<file path="src/rtl/mem_responder.sv">
// mem_responder: memory-side responder for the multicycle core; drives a word-wide synchronous RAM,
// returns aligned/extended load data and one-cycle completion pulses, flags bad accesses without touching RAM.
module mem_responder #(
   parameter int RAM_ADDR_WIDTH = 14,
   parameter int READ_LATENCY   = 1
) (
   input  logic                      clk,
   input  logic                      rst_n,
   input  logic                      mem_read,
   input  logic                      mem_write,
   input  logic [31:0]               mem_addr,
   input  logic [2:0]                mem_funct3,
   input  logic [31:0]               mem_wdata,
   output logic [31:0]               mem_rdata,
   output logic                      mem_complete_read,
   output logic                      mem_complete_write,
   output logic                      mem_error,
   output logic [RAM_ADDR_WIDTH-1:0] ram_addr,
   output logic                      ram_re,
   output logic                      ram_we,
   output logic [3:0]                ram_be,
   output logic [31:0]               ram_wdata,
   input  logic [31:0]               ram_rdata
);
   typedef enum logic [1:0] {IDLE, READ_WAIT, RESP} state_t;
   localparam logic [2:0] LAST = 3'(READ_LATENCY - 1);
   state_t      state;
   logic [2:0]  cnt;
   logic [1:0]  off;
   logic [2:0]  f3;
   logic        accept, bad_f3, misaligned, err;
   logic [7:0]  lane_b;
   logic [15:0] lane_h;
   logic [31:0] ext;
   logic        unused_addr;
   assign unused_addr = ^mem_addr[31:RAM_ADDR_WIDTH+2];
   always_comb begin
      accept     = rst_n && state == IDLE && (mem_read || mem_write);
      bad_f3     = mem_read ? (mem_funct3 == 3'b011 || mem_funct3[2:1] == 2'b11)
                            : (mem_funct3[2] || mem_funct3[1:0] == 2'b11);
      misaligned = (mem_funct3[1:0] == 2'b01 && mem_addr[0]) ||
                   (mem_funct3[1:0] == 2'b10 && mem_addr[1:0] != 2'b00);
      err        = bad_f3 || misaligned;
      ram_re     = accept && mem_read && !err;
      ram_we     = accept && !mem_read && !err;
      ram_addr   = mem_addr[RAM_ADDR_WIDTH+1:2];
      ram_be     = !ram_we ? 4'b0000 :
                   mem_funct3[1:0] == 2'b00 ? 4'b0001 << mem_addr[1:0] :
                   mem_funct3[1:0] == 2'b01 ? 4'b0011 << mem_addr[1:0] : 4'b1111;
      ram_wdata  = mem_funct3[1:0] == 2'b00 ? {4{mem_wdata[7:0]}} :
                   mem_funct3[1:0] == 2'b01 ? {2{mem_wdata[15:0]}} : mem_wdata;
      // lane selection uses the offset and size captured at accept
      lane_b     = ram_rdata[{off, 3'b000} +: 8];
      lane_h     = off[1] ? ram_rdata[31:16] : ram_rdata[15:0];
      ext        = f3 == 3'b000 ? {{24{lane_b[7]}}, lane_b} :
                   f3 == 3'b100 ? {24'h0, lane_b} :
                   f3 == 3'b001 ? {{16{lane_h[15]}}, lane_h} :
                   f3 == 3'b101 ? {16'h0, lane_h} : ram_rdata;
   end
   always_ff @(posedge clk) begin
      if (!rst_n) begin
         state              <= IDLE;
         cnt                <= '0;
         off                <= '0;
         f3                 <= '0;
         mem_rdata          <= '0;
         mem_complete_read  <= 1'b0;
         mem_complete_write <= 1'b0;
         mem_error          <= 1'b0;
      end else begin
         mem_complete_read  <= 1'b0;
         mem_complete_write <= 1'b0;
         mem_error          <= 1'b0;
         case (state)
            IDLE: if (accept) begin
               off <= mem_addr[1:0];
               f3  <= mem_funct3;
               cnt <= '0;
               if (err) begin
                  state              <= RESP;
                  mem_complete_read  <= mem_read;
                  mem_complete_write <= !mem_read;
                  mem_error          <= 1'b1;
               end else if (mem_read) begin
                  state <= READ_WAIT;
               end else begin
                  state              <= RESP;
                  mem_complete_write <= 1'b1;
               end
            end
            READ_WAIT: if (cnt == LAST) begin
               mem_rdata         <= ext;
               mem_complete_read <= 1'b1;
               state             <= RESP;
            end else begin
               cnt <= cnt + 3'd1;
            end
            default: state <= IDLE;
         endcase
      end
   end
endmodule
</file>
<file path="config.mk">
export PLATFORM = sky130hd
export DESIGN_NAME = mem_responder
export DESIGN_NICKNAME = d
export VERILOG_FILES = /design/src/rtl/mem_responder.sv
export SDC_FILE = /design/constraint.sdc
export NUM_CORES = 1
export LEC_CHECK = 0
export BUFFER_PORTS_ARGS = -buffer_cell sky130_fd_sc_hd__buf_2
export CORE_ASPECT_RATIO = 1.25
export CORE_MARGIN = 5
export CORE_UTILIZATION = 39
export CTS_CLUSTER_DIAMETER = 100
export DETAILED_ROUTE_END_ITERATION = 10
export PLACE_DENSITY_LB_ADDON = 0.2
export SLEW_MARGIN = 30
export SYNTH_ARGS = -nofsm -noshare
export SYNTH_HDL_FRONTEND = slang
export SYNTH_SLANG_ARGS = --single-unit
export TNS_END_PERCENT = 1
</file>
<file path="constraint.sdc">
create_clock -name clk -period 1.7 [get_ports clk]
set_clock_uncertainty 0.2 [all_clocks]
set_input_delay 0.085 -clock clk [delete_from_list [all_inputs] [get_ports clk]]
set_output_delay 0.085 -clock clk [all_outputs]
set_load 0.02 [all_outputs]
</file>
Word-level counts from Yosys, hierarchy flattened

Cells that the tools add are included.
Widths: inputs -> output; s select.

Add/sub/neg operators: 1
Equality and inequality tests: 12
Shift-type cells: 3
Muxes and demuxes: 26
Reductions and logical operators: 26

Operators with widths:

| operator            | count |
|---|---|
| $mux 32             | 6 |
| $shiftx 32x6->8     | 1 |
| $mux 16             | 1 |
| $mux 4              | 3 |
| $logic_and 1x1->1   | 8 |
| $mux 2              | 4 |
| $mux 1              | 7 |
| $eq 2x2->1 const B  | 3 |
| $eq 3x3->1 const B  | 2 |
| $logic_not 3->1     | 2 |
| $mux 3              | 2 |
| $ne 2x2->1 const B  | 3 |
| $pmux 3 s2          | 1 |
| $reduce_and 2->1    | 3 |
| $reduce_and 3->1    | 2 |
| $logic_or 1x1->1    | 5 |
| $eq 2x1->1 const B  | 2 |
| $logic_not 2->1     | 2 |
| $pmux 2 s2          | 1 |
| $reduce_bool 2->1   | 2 |
| $shl 1x2->4 const A | 1 |
| $shl 2x2->4 const A | 1 |
| $add 3x1->3 const B | 1 |
| $eq 3x1->1 const B  | 1 |
| 3 further kinds     | 4 |

Register bits after elaboration: 45
Input bits: 103
Output and inout bits: 87
Word-level logic and storage cells: 76

Logic depth before layout (Yosys ltp)

Gate-level depths: netlist (run 1).

Depth after elaboration: 7
Mapped depth: 7
Depth with buffers taken out: 6

Worst setup path after synthesis (run 1)

OpenSTA, ideal clock, no wires.

Path kind: flip-flop to flip-flop
Start: register cnt[0]
End: register mem_rdata[24]
Library setup time: 0.119 ns
Arrival time: 1.547 ns
Required time: 1.381 ns
Setup slack: -0.166 ns
Cell stages (with the launch flop): 8
Buffers on the path: 1
Period minus slack after synthesis: 1.866 ns
Path through: dfxtp_1 -> inv_1 -> ha_1 -> nor2b_1 -> nand2_1 -> a31oi_2 -> buf_6 -> a21oi_1

Word-level cells in the longest chain between the ends: 2

Ends and longest elaborated chain:

| element                    | RTL line | source |
|---|---|---|
| start: declaration         | 28       | `logic [2:0] cnt;` |
| start signal: assignment   | 96       | `cnt <= cnt + 3'd1;` |
| $logic_not 3->1            | 91       | `READ_WAIT: if (cnt == LAST) begin` |
| $reduce_and 2->1 (no line) | -        |  |
| end signal: assignment     | 92       | `mem_rdata <= ext;` |
| end: declaration           | 14       | `output logic [31:0] mem_rdata,` |

No other way between the ends.
A chain may end at the register's enable or synchronous reset.

Worst setup path in the final report (run 1)

Start: register off[0]
End: register mem_rdata[14]

Word-level cells in the longest chain between the ends: 2

Ends and longest elaborated chain:

| element                  | RTL line | source |
|---|---|---|
| start: declaration       | 29       | `logic [1:0] off;` |
| start signal: assignment | 76       | `off <= mem_addr[1:0];` |
| $shiftx 32x6->8          | 53       | `lane_b = ram_rdata[{off, 3'b000} +: 8];` |
| $mux 32                  | 55       | `ext = f3 == 3'b000 ? {{24{lane_b[7]}}, lane_b} :` |

No other way between the ends.

==> metrics, run 1 <==
max-cap viol count=0; leakage power=0.00215 uW; wirelength, routed=10,400 microns; die height=108 microns; die span in x=between 80 and 90 microns; Hold/Removal Path Class=primary input to flip-flop; Sink Count=45; final setup TNS=-741 ps; RSZ-0062 raised after global routing=yes; Ys Warns=0; TritonRoute pass-1 iters=4; metal3 WL=811 microns; CP max FO=8; vias in the first global route=3,406; fraction of registers with async set/reset=0%; design area=0.00461 sq mm; Layout Cells excl Fill=around 630; Die ar.=0.00954 sq mm; leading area contributor after synthesis=dfxtp_1; Critical Path Sink Type=flip-flop; CTS tree=built; largest net degree at the start of global routing=42; first-pass GRT wire length=16,100 microns; CTS buffer count=5; Post-Syn Area=0.00300 sq mm; highest routed layer=met4; DRC Markers=0; final net count=~650; Post-DP HPWL=around 7000 microns; IO Port Bufs=between 100 and 150; Clock Latency Late Sink=about 300 ps; placed inst area=0.00381 sq mm; depth of the CTS H-tree=2; gp weighted congestion=0.853; Starting Density=40.2%; predominant post-synthesis flop cell=dfxtp_1; GRT overflow=0; I/O pin count=190; #FFs+latches synth=45; final setup violation count=20; syn avg cell area=8.44 sq um; DRT met1 WL=3830 microns; final worst-path cycle share=105%; Max stage delay on crit path=500 ps; Area contributors post-synth=dfxtp_1 30%, o21ai_0 7.2%, mux2_2 6.4%; status=complete, but fails checks; Power Density=704 mW/mm^2; max-slew violation count=0; worst path bufs/invs=0; ant diodes=0; Rows=35; antenna violations before repair=0; Max Fclk=558 MHz; placed cells=approximately 570; Cells after Synth=355; maximum vdd drop=558 uV; Vias/cell=5.37; CTS root buf=clkbuf_8; DR vias=around 3,400; WL per Instance=16.5 microns; commonest non-fill, non-tap cell in the layout=buf_2; clock-pin slew on the worst setup and hold paths=90 ps; worst endpoint required time=1690 ps; most frequent cells in the layout=140 x buf_2, 49 x dlygate4sd3_1, 41 x dfxtp_1; final hold vios=0; Iteration-0 DRC Markers=187; crit path cell chain=mux4_2 > and3b_2 > a221oi_2 > a21oi_1; syn_nets=between 400 and 500; crit path DAT=1780 ps; gr usage total=a little over a fifth; ANT nets after route=0; core area=roughly 0.0074 sq mm; area grow syn2layout=53.8%; Synth top area share=30.1%; failing checks=setup timing; Post-synth EDFFs=0; sequential area share after synthesis=30.1%; Critical Path Start Type=flip-flop; Final WS setup=-91.7 ps; share of cells above drive strength 1=44.9%; Tmin final=1790 ps; Tightest Pin Transition=approximately 420 ps; Clock Tree Buf Depth=2; Met2 Wirelength=5520 microns; critical path type=flip-flop to flip-flop; slew margin rel.=71.6%; Worst path top cell family by delay=multiplexers; Synth cell types=40; slowest stage cell, crit path=mux4_2
-- worst reg2reg max path: cells and delay by family, from the launching register on --
family / cells / cell delay, ps
flops: 1 / 380
simple gates: 1 / 310
mux: 1 / 500
compound gates: 2 / 290
-- layout make-up --
cell class	instances	area [sq um]
inverter	11	41.3
clock buffer	5	68.8
timing repair buffer	226	1530
multi-input combinational	249	1890
tap	92	115
clock inverter	3	50.0
sequential	45	911
fill	659	2840
-- cell usage after synthesis, drive strengths merged (2+ instances only) --
library cell / instances
nand2b: 6
buf: 31
o21ai: 43
clkbuf: 19
nor3: 6
a211oi: 2
nor4: 2
and2: 2
mux2i: 15
mux4: 7
a22o: 14
nand2: 34
a21oi: 33
mux2: 17
o22ai: 2
ha: 6
nand3: 4
dfxtp: 45
a221oi: 14
inv: 11
nor2b: 10
a221o: 2
o21a: 4
nor2: 15
-- metrics by stage --
stage          worst slack, ps  hold WS (ps)  util [%]  total power (uW)
2_1_floorplan            -46.8         -23.0         -              1870
3_3_place_gp             -46.9         -29.9      51.2              2200
3_5_place_dp             -88.3         -29.9      51.2              2210
4_1_cts                  -66.7          6.17      60.4              3220
5_1_grt                   -160          37.5      61.9              3420
6_report                 -91.7          22.8      61.9              3240
-- power by group --
part / leakage, uW / switching [uW] / internal [uW]
clock: 0.0000603 / 414 / 451
sequential: 0.000369 / 51.4 / 1130
combinational: 0.00172 / 648 / 546
total: 0.00215 / 1110 / 2130
-- path summary, 6_finish.rpt --
check / start / to / slack [ps] / depth (start not counted)
min reg2reg: mem_rdata[7] / mem_rdata[7] / 270 / 2
max: off[0] / mem_rdata[14] / -90 / 4
max reg2reg: off[0] / mem_rdata[14] / -90 / 4
min: rst_n / mem_complete_read / 20 / 4
-- repair_timing --
item | 4_1_cts | 5_1_grt
hold buffers | 50 | 0
setup endpoints to repair | 36 | 40
resized for setup | 16 | 28
pin swaps | 7 | 9
buffers inserted | 1 | 1
cloned | 0 | 0
endpoints found under the hold margin | 49 | 0
-- flip-flops by register name (all words and copies together), names as in the netlist --
| name | cells |
|---|---|
| off | 2 |
| cnt | 3 |
| mem_rdata | 32 |
| mem_complete_read | 1 |
| mem_error | 1 |
| mem_complete_write | 1 |
| f3 | 3 |
| state | 2 |
-- cells by family (layout without fill, tap and decap cells) --
family | count (synthesis) | after routing | synth area share [%]
mux | 39 | 39 | 16.7
compound gates | 118 | 118 | 25.3
buf+inv | 61 | 245 | 11.2
simple gates | 86 | 86 | 14.3
flops | 45 | 45 | 30.1
fa+ha+maj | 6 | 6 | 2.51
-- metal layers --
| layer | track usage, % | vias to the layer above |
|---|---|---|
| met5 | 0 | - |
| met2 | 38.7 | 153 |
| met3 | 3.89 | 19 |
| met4 | 7.13 | 0 |
| li1 | - | 1639 |
| met1 | 23.7 | 1580 |
Power figures use the tool's default switching activity.
==> run 2: changes to the inputs <==
CORE_UTILIZATION = 47   (was 39)
clock period = 2.1 ns   (was 1.7 ns; I/O delays follow)
==> metrics, run 2 (same netlist as run 1, synthesis figures left out) <==
status=complete, but fails checks; failing checks=hold timing; GRT overflow=0; Tmin final=2090 ps; Clock Latency Late Sink=300 ps; CTS tree=built; post-CTS setup buffers=0; Starting Density=48.3%; Die ar.=0.00808 sq mm; Max Fclk=478 MHz; final worst-path cycle share=99.7%; slew margin rel.=64.9%; IO Port Bufs=145; ANT nets after route=0; share of cells above drive strength 1=between 40% and 50%; Vias/cell=~5.5; final setup violation count=0; gr usage total=23.1%; Critical Path Sink Type=flip-flop; RSZ-0062 raised after global routing=yes; Regs by FF count=mem_rdata: 32 flops, cnt: 3 flops, f3: 3 flops; clock-pin slew on the worst setup and hold paths=90 ps; final hold vios=1; Pwr Total=about 2300 uW; Sink Count=45; worst endpoint required time=2080 ps; final setup TNS=0 ps; I/O pin count=190; largest net degree at the start of global routing=42; hold_sp=rst_n; worst reg2reg path depth=4; Fin Hold WS=-21.7 ps; vias in the first global route=~3,200; worst hold path endpoint=mem_complete_read; multi-input logic area=0.00178 sq mm; DRT met1 WL=3610 microns; r2r setup slk=roughly 100 ps; CTS root buf=clkbuf_8; antenna violations before repair=0; filler cell count=around 550; ant diodes=0; Register Area=901 sq um; max-slew violation count=0; TritonRoute pass-1 iters=4; Post-DP HPWL=6890 microns; r2r endpoint=mem_rdata[10]; gp weighted congestion=slightly above 0.8; die span in x=approximately 81 microns; Hold/Removal Path Class=primary input to flip-flop; maximum vdd drop=between 300 and 400 uV; highest routed layer=met4; WL per Instance=15.8 microns; Power Density=568 mW/mm^2; crit path DAT=2080 ps; CTS buffer count=5; Iteration-0 DRC Markers=171; final net count=around 620; Most flops, register=mem_rdata; leakage power=0.00193 uW; first-pass GRT wire length=about 15,000 microns; die height=99.3 microns; Critical Path Start Type=primary input; max FFs per register=32; Hold Path Cell Cnt=3; core area=0.00621 sq mm; CP max FO=8; most frequent cells in the layout=145 x buf_2, 45 x dfxtp_1, 43 x o21ai_0; Tightest Pin Transition=527 ps; wirelength, routed=9380 microns; max-cap viol count=0; critical path type=primary input to flip-flop; area grow syn2layout=37.4%; metal3 WL=between 600 and 700 microns; worst r2r src=off[0]; Clock Tree Buf Depth=2; commonest non-fill, non-tap cell in the layout=buf_2; DRC Markers=0; Met2 Wirelength=4980 microns; DR vias=approximately 3,300; depth of the CTS H-tree=2; Rows=32
==> run 2: changes by cell type in the layout (fill, tap and decap cells not counted), moves of 5 or more <==
cell	delta
dlygate4sd3_1	-18
a221oi_2	-10
buf_2	+5
a221oi_1	+10
buf_4	-9
==> run 2: worst max-delay path by stage <==
stage / from / to / slack [ps]
5_1_grt: ram_rdata[31] / mem_rdata[11] / -50
3_5_place_dp: off[0] / mem_rdata[22] / -40
3_3_place_gp: off[0] / mem_rdata[23] / 30
6_report: ram_rdata[31] / mem_rdata[10] / 6
4_1_cts: ram_rdata[31] / mem_rdata[11] / 20
2_1_floorplan: cnt[0] / mem_rdata[24] / 230
==> run 2: power breakdown <==
part | leakage, uW | total (uW) | internal (uW) | switching (uW)
clock network | 0.0000445 | 547 | 236 | 310
registers | 0.000367 | 958 | 918 | 39.5
logic | 0.00152 | 832 | 367 | 466
total | 0.00193 | 2340 | 1520 | 815
==> run 2: area by class of cell <==
cell class	instances	share of cell area [%]
clock buffers	5	1.67
repair buffers	197	29.0
inverters	11	1.00
clock inverters	3	0.517
multi-input cells	249	43.3
well taps	85	2.58
flip-flops and latches	45	21.9
==> run 2: metrics by stage <==
step           hold WS (ps)  utilization [%]  cells  worst slack (ps)  area [sq um]
5_1_grt                9.42             66.3    595             -50.6          4120
4_1_cts               0.115             66.1    595              20.2          4100
3_5_place_dp           10.1             59.5    556             -43.4          3690
3_3_place_gp           10.1             59.5    556              28.8          3690
6_report              -21.7             66.3    595              6.09          4120
2_1_floorplan         -3.01                -    355               234          3000
==> run 2: metal layers <==
metal | track usage, % | vias to the layer above
met5 | 0 | -
met4 | 6.50 | 0
met3 | 4.71 | 18
met2 | 41.4 | 113
met1 | 27.2 | 1553
li1 | - | 1580
==> run 2: worst max-delay path: stages <==
cell and delay, ps:
dlygate4sd3_1 530, buf_2 160, mux4_2 480, and3b_1 300, a221oi_1 380, a21oi_1 120
==> run 2: repair_timing <==
item / 4_1_cts / 5_1_grt
gates resized for setup: 1 / 3
endpoints found under the setup margin: 16 / 8
gates cloned: 0 / 0
hold buffers: 31 / 0
endpoints found under the hold margin: 31 / 0
==> run 3: changes to the inputs <==
CTS_BUF_LIST = sky130_fd_sc_hd__clkbuf_16   (was unset)
==> metrics, run 3 (same netlist as run 1, synthesis figures left out) <==
die span in x=81.4 microns; internal power=between 1500 and 2000 uW; die height=99.3 microns; max-slew violation count=0; RSZ-0062 raised after global routing=yes; final setup violation count=0; largest net degree at the start of global routing=42; Critical Path Start Type=primary input; CTS buffer count=5; Most flops, register=mem_rdata; final hold vios=1; leakage power=~0.0020 uW; status=complete, but fails checks; Vias/cell=5.44; Critical Path Sink Type=flip-flop; worst endpoint required time=2060 ps; Die ar.=0.00808 sq mm; depth of the CTS H-tree=2; CP max FO=8; Setup WS pre-CTS=-43.4 ps; I/O pin count=190; ant diodes=0; Max stage delay on crit path=530 ps; max-cap viol count=0; CTS tree=built; ANT nets after route=0; gr usage total=approximately 23%; Rows=32; Combinational Power Share=32.4%; max FFs per register=32; Layout Cells excl Fill=594; clock-pin slew on the worst setup and hold paths=about 70 ps; Clock Latency Late Sink=280 ps; antenna violations before repair=0; TritonRoute pass-1 iters=4; Starting Density=48.3%; area grow syn2layout=39.0%; Tmin final=2080 ps; maximum vdd drop=374 uV; CTS root buf=clkbuf_16; GRT overflow=0; IO Port Bufs=145; slowest stage cell, crit path=dlygate4sd3_1; most frequent cells in the layout=145 x buf_2, 45 x dfxtp_1, 43 x o21ai_0; Hold/Removal Path Class=primary input to flip-flop; Clock Tree Buf Depth=2; final net count=617; Max Fclk=about 480 MHz; post-CTS setup buffers=0; WL per Instance=~16 microns; share of cells above drive strength 1=40.7%; first-pass GRT wire length=15,000 microns; sequential share of power=37.3%; DR vias=around 3,200; Fin Hold WS=-3.83 ps; gp weighted congestion=0.818; crit path cell chain=dlygate4sd3_1 > buf_2 > mux4_2 > and3b_1 > a221oi_1 > a21oi_1; switching part of the total=32.8%; final worst-path cycle share=98.9%; Clk pwr share=30.3%; Regs by FF count=mem_rdata: 32 flops, cnt: 3 flops, f3: 3 flops; Post-DP HPWL=~6900 microns; placed cells=556; crit path DAT=2040 ps; Power Density=618 mW/mm^2; Tightest Pin Transition=around 540 ps; Final WS setup=22.9 ps; core area=0.00621 sq mm; worst path bufs/invs=2; commonest non-fill, non-tap cell in the layout=buf_2; wirelength, routed=~9400 microns; Sink Count=45; vias in the first global route=3,209; DRC Markers=0; critical path type=primary input to flip-flop; Psw=843 uW; failing checks=hold timing; Worst path top cell family by delay=buffers and inverters; slew margin rel.=64.1%; Iteration-0 DRC Markers=about 190
==> run 3: cell types whose count changed in the layout (fill, tap and decap cells not counted), sizes merged <==
cell	delta
dlygate4sd3	-1
==> run 3: layout make-up <==
cell class	count	area (sq um)
Clock buffer	5	125
Timing Repair Buffer	196	1180
Multi-Input combinational cell	249	1780
Fill cell	528	2040
Clock inverter	3	21.3
Sequential cell	45	901
Tap cell	85	106
Inverter	11	41.3
==> run 3: what timing repair did <==
action,CTS,global route
pin swaps,0,0
gates resized for setup,1,3
hold endpoints to repair,30,0
hold buffers,30,0
endpoints found under the setup margin,16,8
==> run 3: metrics by stage <==
stage	area, sq um	power, uW	hold WS [ps]	setup TNS, ps	utilization, %
2_1_floorplan	3000	1510	-3.01	0	-
4_1_cts	4150	2580	9.30	0	66.8
5_1_grt	4160	2710	10.1	-97.2	67.1
3_5_place_dp	3690	1760	10.1	-483	59.5
6_report	4160	2570	-3.83	0	67.1
3_3_place_gp	3690	1740	10.1	0	59.5
==> run 3: worst min-delay path, stage by stage <==
cell and delay [ps]:
buf_2 120, nand2b_2 150, a21oi_1 60
==> run 3: power by group through the flow <==
stage / Clock [uW] / Sequential (uW) / Combinational, uW
2_1_floorplan: 0 / 1030 / 477
3_3_place_gp: 0 / 975 / 769
3_5_place_dp: 0 / 976 / 779
4_1_cts: 795 / 959 / 829
5_1_grt: 838 / 966 / 906
6_report: 780 / 959 / 832
==> run 3: path summary, 6_finish.rpt <==
check,cells past startpoint,slack [ps],endpoint,startpoint
worst max-delay path,6,20,mem_rdata[10],ram_rdata[23]
worst min-delay path,3,-4,mem_complete_read,rst_n
worst max register to register,4,100,mem_rdata[10],off[0]
worst min register to register,2,290,mem_rdata[7],mem_rdata[7]
==> run 3: routing by layer <==
layer	global-route usage, %	routed length (microns)	vias to the layer above
met5	0	0	-
met4	7.15	235	0
met3	4.80	627	20
met2	40.9	4900	116
met1	27.5	3650	1521
li1	-	-	1577
